--- config.mk ---
export PLATFORM = sky130hd
export DESIGN_NAME = enigma_output_formatter
export DESIGN_NICKNAME = d
export VERILOG_FILES = /design/src/rtl/enigma_output_formatter.sv
export SDC_FILE = /design/constraint.sdc
export NUM_CORES = 1
export LEC_CHECK = 0
export ABC_AREA = 1
export CAP_MARGIN = 15
export CORE_UTILIZATION = 45
export DETAILED_ROUTE_END_ITERATION = 10
export GPL_TIMING_DRIVEN = 1
export MAX_ROUTING_LAYER = met4
export PLACE_DENSITY = 0.73
export SKIP_CTS_REPAIR_TIMING = 1
export SLEW_MARGIN = 20
export SYNTH_ARGS = -nofsm -noshare
export SYNTH_HDL_FRONTEND = slang
export SYNTH_SLANG_ARGS = --single-unit
--- constraint.sdc ---
create_clock -name clk -period 5.3 [get_ports clk]
set_input_delay 0.53 -clock clk [delete_from_list [all_inputs] [get_ports clk]]
set_output_delay 0.53 -clock clk [all_outputs]
set_load 0.01 [all_outputs]
--- src/rtl/enigma_output_formatter.sv ---
// enigma_output_formatter
//   Turns enciphered letter indices (0..25, A=0) into an ASCII byte stream
//   laid out as GROUP_LEN-letter groups separated by spaces, with an LF after
//   every GROUPS_PER_LINE groups. A small letter FIFO decouples the cipher
//   core from a slow byte sink. in_flush pads the open group with 'X' and
//   terminates the line once all earlier letters have been emitted.
//
// Ports
//   clk, rst_n           clock, asynchronous active-low reset
//   in_valid/in_ready    letter handshake; in_char is the 5-bit index
//   in_flush             end-of-message request
//   out_valid/out_ready  byte handshake; out_byte is the ASCII byte
//   drop                 one-cycle pulse after an invalid index is discarded
//   busy                 letters queued, byte presented, or flush pending
module enigma_output_formatter #(
    parameter int GROUP_LEN       = 5,
    parameter int GROUPS_PER_LINE = 10,
    parameter int FIFO_DEPTH      = 4
) (
    input  logic       clk,
    input  logic       rst_n,
    input  logic       in_valid,
    output logic       in_ready,
    input  logic [4:0] in_char,
    input  logic       in_flush,
    output logic       out_valid,
    input  logic       out_ready,
    output logic [7:0] out_byte,
    output logic       drop,
    output logic       busy
);

    localparam int AW = $clog2(FIFO_DEPTH);
    localparam int CW = AW + 1;
    localparam logic [3:0] GL  = 4'(GROUP_LEN);
    localparam logic [4:0] GPL = 5'(GROUPS_PER_LINE);

    // State names the byte currently presented on out_byte; IDLE = none.
    typedef enum logic [2:0] {
        S_IDLE,
        S_LETTER,
        S_SEP,
        S_PAD,
        S_EOL
    } state_t;

    state_t          state_q, state_d;
    logic [3:0]      letter_cnt_q, letter_cnt_d;
    logic [3:0]      group_cnt_q, group_cnt_d;
    logic            flush_q, flush_d;
    logic            out_valid_q, out_valid_d;
    logic [7:0]      out_byte_q, out_byte_d;
    logic            drop_q, drop_d;

    logic [4:0]      mem_q [FIFO_DEPTH];
    logic [4:0]      mem_d [FIFO_DEPTH];
    logic [AW-1:0]   wr_ptr_q, wr_ptr_d;
    logic [AW-1:0]   rd_ptr_q, rd_ptr_d;
    logic [CW-1:0]   count_q, count_d;

    logic            pop;
    logic            push;
    logic            bad;
    logic            flush_set;
    logic            pick;

    // A pop in the same cycle frees a slot, so a full FIFO can still accept.
    assign in_ready  = (count_q != CW'(FIFO_DEPTH)) || pop;
    assign push      = in_valid && in_ready && (in_char < 5'd26);
    assign bad       = in_valid && in_ready && (in_char >= 5'd26);
    // Flush is ignored while a letter offered with it is being stalled.
    assign flush_set = in_flush && (!in_valid || in_ready);

    assign out_valid = out_valid_q;
    assign out_byte  = out_byte_q;
    assign drop      = drop_q;
    assign busy      = (count_q != '0) || out_valid_q || flush_q;

    // Output sequencer. Whenever the output slot frees up (IDLE, or the
    // presented byte is accepted) the next byte is chosen in the same cycle,
    // which keeps the stream at one byte per clock.
    always_comb begin
        state_d      = state_q;
        letter_cnt_d = letter_cnt_q;
        group_cnt_d  = group_cnt_q;
        flush_d      = flush_q;
        out_byte_d   = out_byte_q;
        pop          = 1'b0;
        pick         = 1'b0;

        unique case (state_q)
            S_IDLE: pick = 1'b1;
            S_LETTER: begin
                if (out_ready) begin
                    letter_cnt_d = letter_cnt_q + 4'd1;
                    pick         = 1'b1;
                end
            end
            S_SEP: begin
                if (out_ready) begin
                    letter_cnt_d = 4'd0;
                    if ({1'b0, group_cnt_q} + 5'd1 == GPL) group_cnt_d = 4'd0;
                    else                                  group_cnt_d = group_cnt_q + 4'd1;
                    pick = 1'b1;
                end
            end
            S_PAD: begin
                if (out_ready) begin
                    letter_cnt_d = letter_cnt_q + 4'd1;
                    if (letter_cnt_q + 4'd1 == GL) begin
                        state_d    = S_EOL;
                        out_byte_d = 8'h0A;
                    end
                end
            end
            S_EOL: begin
                if (out_ready) begin
                    letter_cnt_d = 4'd0;
                    group_cnt_d  = 4'd0;
                    flush_d      = 1'b0;
                    pick         = 1'b1;
                end
            end
            default: state_d = S_IDLE;
        endcase

        if (pick) begin
            if (letter_cnt_d == GL) begin
                // Group complete: space, or LF when this closes the line.
                state_d    = S_SEP;
                out_byte_d = ({1'b0, group_cnt_d} + 5'd1 < GPL) ? 8'h20 : 8'h0A;
            end else if (count_q != '0) begin
                pop        = 1'b1;
                state_d    = S_LETTER;
                out_byte_d = 8'h41 + 8'(mem_q[rd_ptr_q]);
            end else if (flush_d) begin
                if (letter_cnt_d != 4'd0) begin
                    state_d    = S_PAD;
                    out_byte_d = 8'h58;
                end else if (group_cnt_d != 4'd0) begin
                    state_d    = S_EOL;
                    out_byte_d = 8'h0A;
                end else begin
                    // Nothing open on the line: flush is a no-op.
                    flush_d = 1'b0;
                    state_d = S_IDLE;
                end
            end else begin
                state_d = S_IDLE;
            end
        end

        // A new request only takes effect next cycle, after any letter
        // accepted alongside it is already in the FIFO.
        if (flush_set) flush_d = 1'b1;

        out_valid_d = (state_d != S_IDLE);
        drop_d      = bad;
    end

    // Letter FIFO.
    always_comb begin
        mem_d    = mem_q;
        wr_ptr_d = wr_ptr_q;
        rd_ptr_d = rd_ptr_q;
        if (push) begin
            mem_d[wr_ptr_q] = in_char;
            wr_ptr_d        = wr_ptr_q + AW'(1);
        end
        if (pop) rd_ptr_d = rd_ptr_q + AW'(1);
        count_d = count_q + CW'(push) - CW'(pop);
    end

    always_ff @(posedge clk or negedge rst_n) begin
        if (!rst_n) begin
            state_q      <= S_IDLE;
            letter_cnt_q <= 4'd0;
            group_cnt_q  <= 4'd0;
            flush_q      <= 1'b0;
            out_valid_q  <= 1'b0;
            out_byte_q   <= 8'h00;
            drop_q       <= 1'b0;
            wr_ptr_q     <= '0;
            rd_ptr_q     <= '0;
            count_q      <= '0;
            for (int i = 0; i < FIFO_DEPTH; i++) mem_q[i] <= 5'd0;
        end else begin
            state_q      <= state_d;
            letter_cnt_q <= letter_cnt_d;
            group_cnt_q  <= group_cnt_d;
            flush_q      <= flush_d;
            out_valid_q  <= out_valid_d;
            out_byte_q   <= out_byte_d;
            drop_q       <= drop_d;
            wr_ptr_q     <= wr_ptr_d;
            rd_ptr_q     <= rd_ptr_d;
            count_q      <= count_d;
            mem_q        <= mem_d;
        end
    end

endmodule

Word-level counts from Yosys, hierarchy flattened:

Index checks and enable logic that the tools add are counted.
W data, S select, Z words.

* bits in registers: 49
* bits of input ports: 10
* output and inout port bits: 12
* logic and storage cells: 104

* add/subtract/negate cells: 9
* magnitude comparators: 6
* equality and inequality tests: 8
* multiplexer cells: 46
* bitwise operators: 2
* reductions and logical operators: 19

Operators by type and width (count)
* $mux W8: 9
* $mux W3: 8
* $bwmux W20: 1
* $mux W4: 5
* $pmux W4 S2: 2
* $mux W5: 3
* $mux W1: 13
* $add A4 B1 Y5 const B: 2
* $bmux W5 S2: 1
* $demux W5 S2: 1
* $add A4 B1 Y4 const B: 2
* $add A7 B5 Y8 const A: 1
* $eq A4 B3 Y1 const B: 2
* $reduce_bool A4 Y1: 2
* $eq A3 B2 Y1 const B: 2
* $ge A3 B3 Y1 const B: 2
* $mux W6: 1
* $not A2 Y3: 2
* $pmux W3 S2: 1
* $reduce_bool A3 Y1: 2
* $eq A5 B4 Y1 const B: 1
* $ge A5 B5 Y1 const B: 1
* $logic_and A1 B1 Y1: 5
* $lt A5 B4 Y1 const B: 1
* 15 further kinds: 20

Logic depth before layout (Yosys ltp):

Gate-level depths: netlist (run 1).

* depth in word-level cells: 13
* mapped depth: 21

Worst setup path after synthesis (run 1):

OpenSTA, ideal clock, no wires.

* kind: in2reg
* start: in out_ready
* end: reg count_q[2]
* arrival time: 2.780 ns
* required time: 5.171 ns
* setup slack: 2.392 ns
* stages on the path: 19
* path buffers: 0
* cell sequence: inv_2 -> ha_1 -> nor2_1 -> a21oi_2 -> nand2_2 -> nand2_2 -> inv_2 -> nand2_4 -> nand2_8 -> nand2_8 -> nand2_4 -> inv_2 -> nand2_2 -> ha_1 -> inv_1 -> ha_1 -> fa_1 -> xnor2_1 -> xor2_1

* word-level cells in the longest chain between the ends: 10
* elaborated cells on any way between the ends: 13
* classes of those cells: 2 x add/sub; 1 x eq/ne; 7 x mux; 3 x reduce/logical

RTL lines
* start, declared: line 27 `input logic out_ready,`
* $mux W4, on equally long branches
* $pmux W4 S2 *: line 91 `unique case (state_q)`
* net letter_cnt_d[0]: line 48 `logic [3:0] letter_cnt_q, letter_cnt_d;`
* $eq A4 B3 Y1 *: line 128 `if (letter_cnt_d == GL) begin`
* $mux W1 *: line 128
* $mux W1 *: line 127 `if (pick) begin`
* $logic_or A1 B1 Y1 *: line 68 `assign in_ready = (count_q != CW'(FIFO_DEPTH)) || pop;`
* net in_ready: line 23 `output logic in_ready,`
* $logic_and A1 B1 Y1 * (2 in a row): line 69 `assign push = in_valid && in_ready && (in_char < 5'd26);`
* $add A3 B1 Y3 *: line 171 `count_d = count_q + CW'(push) - CW'(pop);`
* $sub A3 B1 Y3 *: line 171
* net count_d[2]: line 59 `logic [CW-1:0] count_q, count_d;`
* end signal, assigned: line 197 `count_q <= count_d;`
* end, declared: line 59

The timed path passes the listed nets; every way through them passes the cells marked *.
A chain may end at the register's enable or synchronous reset.

Worst setup path after layout (run 1):

* start: in out_ready
* end: reg count_q[2]

* word-level cells in the longest chain between the ends: 10
* elaborated cells on any way between the ends: 13
* classes of those cells: 2 x add/sub; 1 x eq/ne; 7 x mux; 3 x reduce/logical

RTL lines (line)
* $mux W4, on equally long branches
* $pmux W4 S2 *: 91
* net letter_cnt_d[0]: 48
* $eq A4 B3 Y1 *: 128
* $mux W1 *: 128
* $mux W1 *: 127
* $logic_or A1 B1 Y1: 68
* $logic_and A1 B1 Y1 (2 in a row): 69
* $add A3 B1 Y3: 171
* $sub A3 B1 Y3 *: 171
* net count_d[2]: 59

Marked as above.

==> results of run 1 <==
[cell type report]
type                    instances  area, sq um  area share [%]
clock inverters                 3         25.0           0.716
repair buffers                 21          208            5.95
inverters                      57          214            6.12
multi-input cells             291         1660            47.4
flip-flops and latches         49         1230            35.1
well taps                      77         96.3            2.76
clock buffers                   5         68.8            1.97
[cells in the final DEF, fill, tap and decap left out, types with 2 or more instances in the layout]
master	instances
a21oi_1	7
a31oi_1	2
clkbuf_8	5
clkdlybuf4s50_1	20
clkinv_1	3
dfrtp_1	49
ha_1	15
inv_1	47
inv_2	7
nand2_1	109
nand2_2	7
nand2_4	4
nand2_8	2
nand3_1	27
nand3_2	3
nand4_1	7
nand4_4	4
nor2_1	46
nor2_2	2
nor2_4	2
o211ai_1	3
o211ai_2	2
o21ai_0	9
o21ai_1	21
o21bai_1	4
xor2_1	5
[per-stage QoR]
stage	utilization, %	power (mW)	area (sq um)	hold WS, ns	instances
6_report	53.8	1.91	3490	0.217	503
4_1_cts	53.7	1.93	3490	0.447	503
2_1_floorplan	-	1.42	3100	0.234	400
3_3_place_gp	52.2	1.66	3390	0.467	495
5_1_grt	53.8	2.11	3490	0.265	503
3_5_place_dp	52.2	1.69	3390	0.479	495
[critical path: stages]
cell and delay, ns:
clkdlybuf4s50_1 0.64, inv_2 0.17, ha_1 0.31, nor2_1 0.05, a21oi_2 0.11, nand2_2 0.09, nand2_2 0.08, inv_2 0.04
nand2_4 0.08, nand2_8 0.08, nand2_8 0.12, nand2_4 0.05, inv_2 0.08, nand2_2 0.06, ha_1 0.30, inv_1 0.04
ha_1 0.18, fa_1 0.38, xnor2_1 0.18, xor2_1 0.16
[power by group through the flow]
| stage | clock (mW) | sequential (mW) | combinational [mW] |
|---|---|---|---|
| global placement | 0 | 0.674 | 0.989 |
| finish | 0.228 | 0.676 | 1.01 |
| detailed placement | 0 | 0.679 | 1.01 |
| floorplan | 0 | 0.647 | 0.775 |
| CTS | 0.240 | 0.673 | 1.02 |
| global route | 0.254 | 0.699 | 1.16 |
[cell families after synthesis]
logic type	count (synthesis)
AO/OA/AOI/OAI	52
XOR/XNOR	6
adder cells (fa/ha/maj)	16
buffers and inverters	60
flip-flops	49
AND/OR/NAND/NOR	217
[sequential cells by signal, summed over array words and instances, names as in the netlist]
signal and cells:
mem_q 20, group_cnt_q 4, wr_ptr_q 2, out_byte 8, state_q 3, flush_q 1, rd_ptr_q 2, drop 1
out_valid 1, count_q 3, letter_cnt_q 4
[metal layers]
metal	up-vias	part of all wire, %	global-route usage (%)
li1	1327	-	-
met1	1215	44	24.1
met2	54	52	34.8
met3	13	2.9	2.82
met4	0	1.3	7.24
met5	-	0	-
[worst paths after layout]
path	from	endpoint
max	out_ready	count_q[2]
min	rst_n	mem_q[1]
max reg2reg	letter_cnt_q[0]	count_q[2]
min reg2reg	mem_q[17]	mem_q[17]
max in group asynchronous	rst_n	rd_ptr_q[0]
min in group clk	mem_q[17]	mem_q[17]
==> run metrics, run 1 <==
register share of total power between 30% and 40%; ant diodes 0; I/O pin cnt 22; chip height around 85 um; CORE AREA approximately 6500 sq um; power share of the clock group 11.9%; Initial Util a little under half; Switch Pwr slightly below 0.9 mW; max cap viols 0; Starting DRT DRC Count roughly 130; Synth top cells by count nand2_1 (109), dfrtp_1 (49), inv_1 (47); synth warn 0; GRT Overall Usage between 20 and 25%; synth top area cells dfrtp_1 (40%), nand2_1 (13%), ha_1 (6.0%); Post-Syn Area per Cell 7.76 sq um; H-tree levels 2; initial antenna violation count 0; HPWL after detailed placement between 4 and 5 mm; top-area cell type share of the netlist area between 30% and 40%; Max Freq 286 MHz; CP required roughly 5.5 ns; Int Pwr 1.03 mW; setup violators final 0; layout cells sized above 1 a little over a tenth; Main synth FF type dfrtp_1; GRT overflow 0; die area 7230 sq um; crit start category input port; Die X about 85 um; Slew headroom between 50% and 60%; Worst Tran Pin Value a little over 0.7 ns; # rows 29; cell taking the most area after synthesis dfrtp_1; IO buf count 21; Cells after Synth 400; Root Driver clkbuf_8; Max Buffers Root-to-Sink 2; Clock Skew ~0.0069 ns; Final min period 3.50 ns; Filler cells 603; Netlist cell types 35; Routed Antenna Nets 0; mux cell area share after synthesis 0%; FF+latch count, synth between 40 and 50; largest net degree at the start of global routing 50; switch share between 40% and 50%; P per Cell Area between 500 and 600 nW/um^2; main combinational cell family by area after synthesis simple AND/OR/NAND/NOR gates; final hold vios 0; total CTS buffers 5; synthesized cell area ~3100 sq um; Worst setup EP type register; Vias ~2.6k; unrepaired setup endpoints after global routing no; Max Fanout on Critical Path 10; Post-synth EDFFs 0; final worst-path cycle share ~66%; gpl congestion 0.886; drt total wl between 6 and 7 mm; peak supply drop around 0.24 mV; DP Worst Slack 1.48 ns; Synth async-reset ratio between 90% and 100%; Layout Nets roughly 450; clock slew at reported path FFs 0.10 ns; CP Class input port to register; Seq/Total Area, Yosys 39.5%; drt wl/cell between 10 and 15 um; CTS tree built; simple-gate share of the synthesized area between 30% and 40%; crit path DAT 3.73 ns; Comb pwr share roughly 53%; final slew viol count 0; first-pass GRT wire length around 11 mm; Post-Synth Adder-Cell Area 6.69%; Synth Area in XOR/XNOR roughly 1.7%; Worst-Skew Late Latency ~0.30 ns; post-synthesis compound-gate area fraction between 10% and 20%; DRC viols 0; worst r2r path cells 21; First-pass DRT Iterations 4; setup TNS 0 ns; run status finished, final reports clean; flop2flop setup slack 2.22 ns; worst hold path type input port to async pin; clk sinks between 40 and 50; post-synth net total approximately 430; most common cell in the netlist nand2_1; P&R area growth vs syn 12.6%; number of global-route vias before repair 2,576; leakage roughly 1.8 nW; drt via density around 5.2; post-route setup slack 1.80 ns
Power figures use the tool's default switching activity.
==> run 2: changes to the inputs <==
--- a/config.mk
+++ b/config.mk
@@ -11,7 +11,7 @@
 export DETAILED_ROUTE_END_ITERATION = 10
 export GPL_TIMING_DRIVEN = 1
 export MAX_ROUTING_LAYER = met4
-export PLACE_DENSITY = 0.73
+export PLACE_DENSITY = 0.75
 export SKIP_CTS_REPAIR_TIMING = 1
 export SLEW_MARGIN = 20
 export SYNTH_ARGS = -nofsm -noshare
==> constraint.sdc (replaced) <==
create_clock -name clk -period 3 [get_ports clk]
set_input_delay 0.3 -clock clk [delete_from_list [all_inputs] [get_ports clk]]
set_output_delay 0.3 -clock clk [all_outputs]
set_load 0.01 [all_outputs]
==> run 2 against run 1 <==
  * The flow now finishes with violations (negative hold slack)
  * Sequential share of layout area down 1.6 points
  * Setup slack worse by 1.6 ns
  * Critical path type is now register to register
  * First-iteration DRC count down 8.3%
  * Sequential power up 78%
  * Non-clock buffer count up 21
==> run metrics, run 2 (synthesis gave the netlist of run 1 again) <==
cell family contributing the most delay on the critical path adder cells; GRT Overall Usage ~20%; drt via density about 5.2; most frequent cells in the layout nand2_1 (108), nor2_1 (46), inv_1 (46), dfrtp_1 (44), nand3_1 (27); Starting DRT DRC Count ~120; P&R area growth vs syn 18.7%; run status finished with violations; number of global-route vias before repair between 2k and 3k; CTS tree built; CP max stage cell dfrtp_2; Routed Antenna Nets 0; Die X between 80 and 90 um; Largest Register mem_q; # rows 29; CP dominant cell by count ha_1; critical path, cell by cell inv_1 > ha_1 > o211ai_2 > nand3_2 > nor2_4 > nand2_4 > nand2_8 > buf_4 > nor2_4 > ha_1 > inv_1 > ha_1 > fa_2 > xnor2_1 > xor2_1; GRT overflow 0; DRC viols 0; ant diodes 0; worst hold path type input port to async pin; drt wl/cell ~13 um; hold slack -0.00561 ns; Critical Path Max Stage Delay about 0.43 ns; setup TNS 0 ns; Finished Layout Cells between 500 and 600; Placed Instances between 500 and 600; Max Buffers Root-to-Sink 2; Layout Nets around 470; setup violators final 0; first-pass GRT wire length roughly 11 mm; CP Class register to register; post-route setup slack 0.204 ns; max reg flops 20; clk sinks approximately 50; cell area after layout ~3700 sq um; clock slew at reported path FFs around 0.090 ns; final worst-path cycle share roughly 93%; die area between 7000 and 8000 sq um; total CTS buffers 5; Worst Tran Pin Value between 0.6 and 0.7 ns; final hold vios 2; H-tree levels 2; commonest non-fill, non-tap cell in the layout nand2_1; Max Fanout on Critical Path 6; gpl congestion 0.885; DP Worst Slack -0.134 ns; unrepaired setup endpoints after global routing no; I/O pin cnt 22; Worst setup EP type register; max cap viols 0; Max Freq 358 MHz; First-pass DRT Iterations 5; Placed Area 3530 sq um; Buf/Inv on CP 3; IO buf count 21; largest net degree at the start of global routing 50; Worst-Skew Late Latency 0.31 ns; initial antenna violation count 0; layout cells sized above 1 about 17%; Slew headroom 59.1%; crit start category register; P per Cell Area slightly below 1000 nW/um^2; chip height around 85 um; failing checks negative hold slack; Initial Util 47.8%; Clock Skew approximately 0.011 ns; crit path DAT between 3 and 4 ns; drt total wl around 6.6 mm; Filler cells about 620; HPWL after detailed placement around 5 mm; peak supply drop 0.429 mV; CORE AREA between 6000 and 7000 sq um; Root Driver clkbuf_8; CP required 3.23 ns; Vias 2,747; Final min period 2.80 ns; final slew viol count 0; leakage 1.88 nW
## run 2: changes by cell type in the layout (fill, tap and decap cells not counted), sizes merged
| cell | change |
|---|---|
| clkinvlp | -1 |
| inv | -1 |
| clkbuf | +1 |
| bufinv | +1 |
| buf | +21 |
## run 2: power by group
group / switching [mW] / internal, mW / leakage [nW]
clock: 0.218 / 0.250 / 0.0554
sequential: 0.256 / 0.943 / 0.597
combinational: 1.11 / 0.835 / 1.23
total: 1.58 / 2.03 / 1.88
## run 2: stage by stage
| step | util (%) | power [mW] |
|---|---|---|
| final | 56.7 | 3.61 |
| after global routing | 56.7 | 3.96 |
| after CTS | 56.1 | 3.62 |
| after detailed placement | 54.4 | 3.13 |
| after global placement | 54.4 | 3.06 |
| after floorplan | - | 2.51 |
## run 2: final cells by class
class | count | area [sq um] | area share [%]
clock buffers | 6 | 72.6 | 1.97
flip-flops and latches | 49 | 1230 | 33.5
repair buffers | 42 | 365 | 9.92
clock inverters | 2 | 38.8 | 1.05
inverters | 57 | 219 | 5.95
well taps | 77 | 96.3 | 2.62
multi-input cells | 291 | 1660 | 45.0
## run 2: final timing paths
| check | from | endpoint | slack (ns) | depth (start not counted) |
|---|---|---|---|---|
| worst max-delay path | letter_cnt_q[0] | count_q[2] | 0.20 | 15 |
| worst min-delay path | rst_n | mem_q[6] | -0.006 | 1 |
| worst max register to register | letter_cnt_q[0] | count_q[2] | 0.20 | 15 |
| worst min register to register | count_q[2] | count_q[2] | 0.49 | 1 |
| max in group asynchronous | rst_n | letter_cnt_q[0] | 2.54 | 1 |
| min in group clk | count_q[2] | count_q[2] | 0.49 | 1 |
## run 2: routing by layer
metal	routed length [um]	up-vias	global-route usage, %	share of wire (%)
li1	-	1376	-	-
met1	2850	1300	24.7	43
met2	3380	60	35.3	51
met3	260	11	3.21	4.0
met4	89	0	5.70	1.4
met5	0	-	-	0
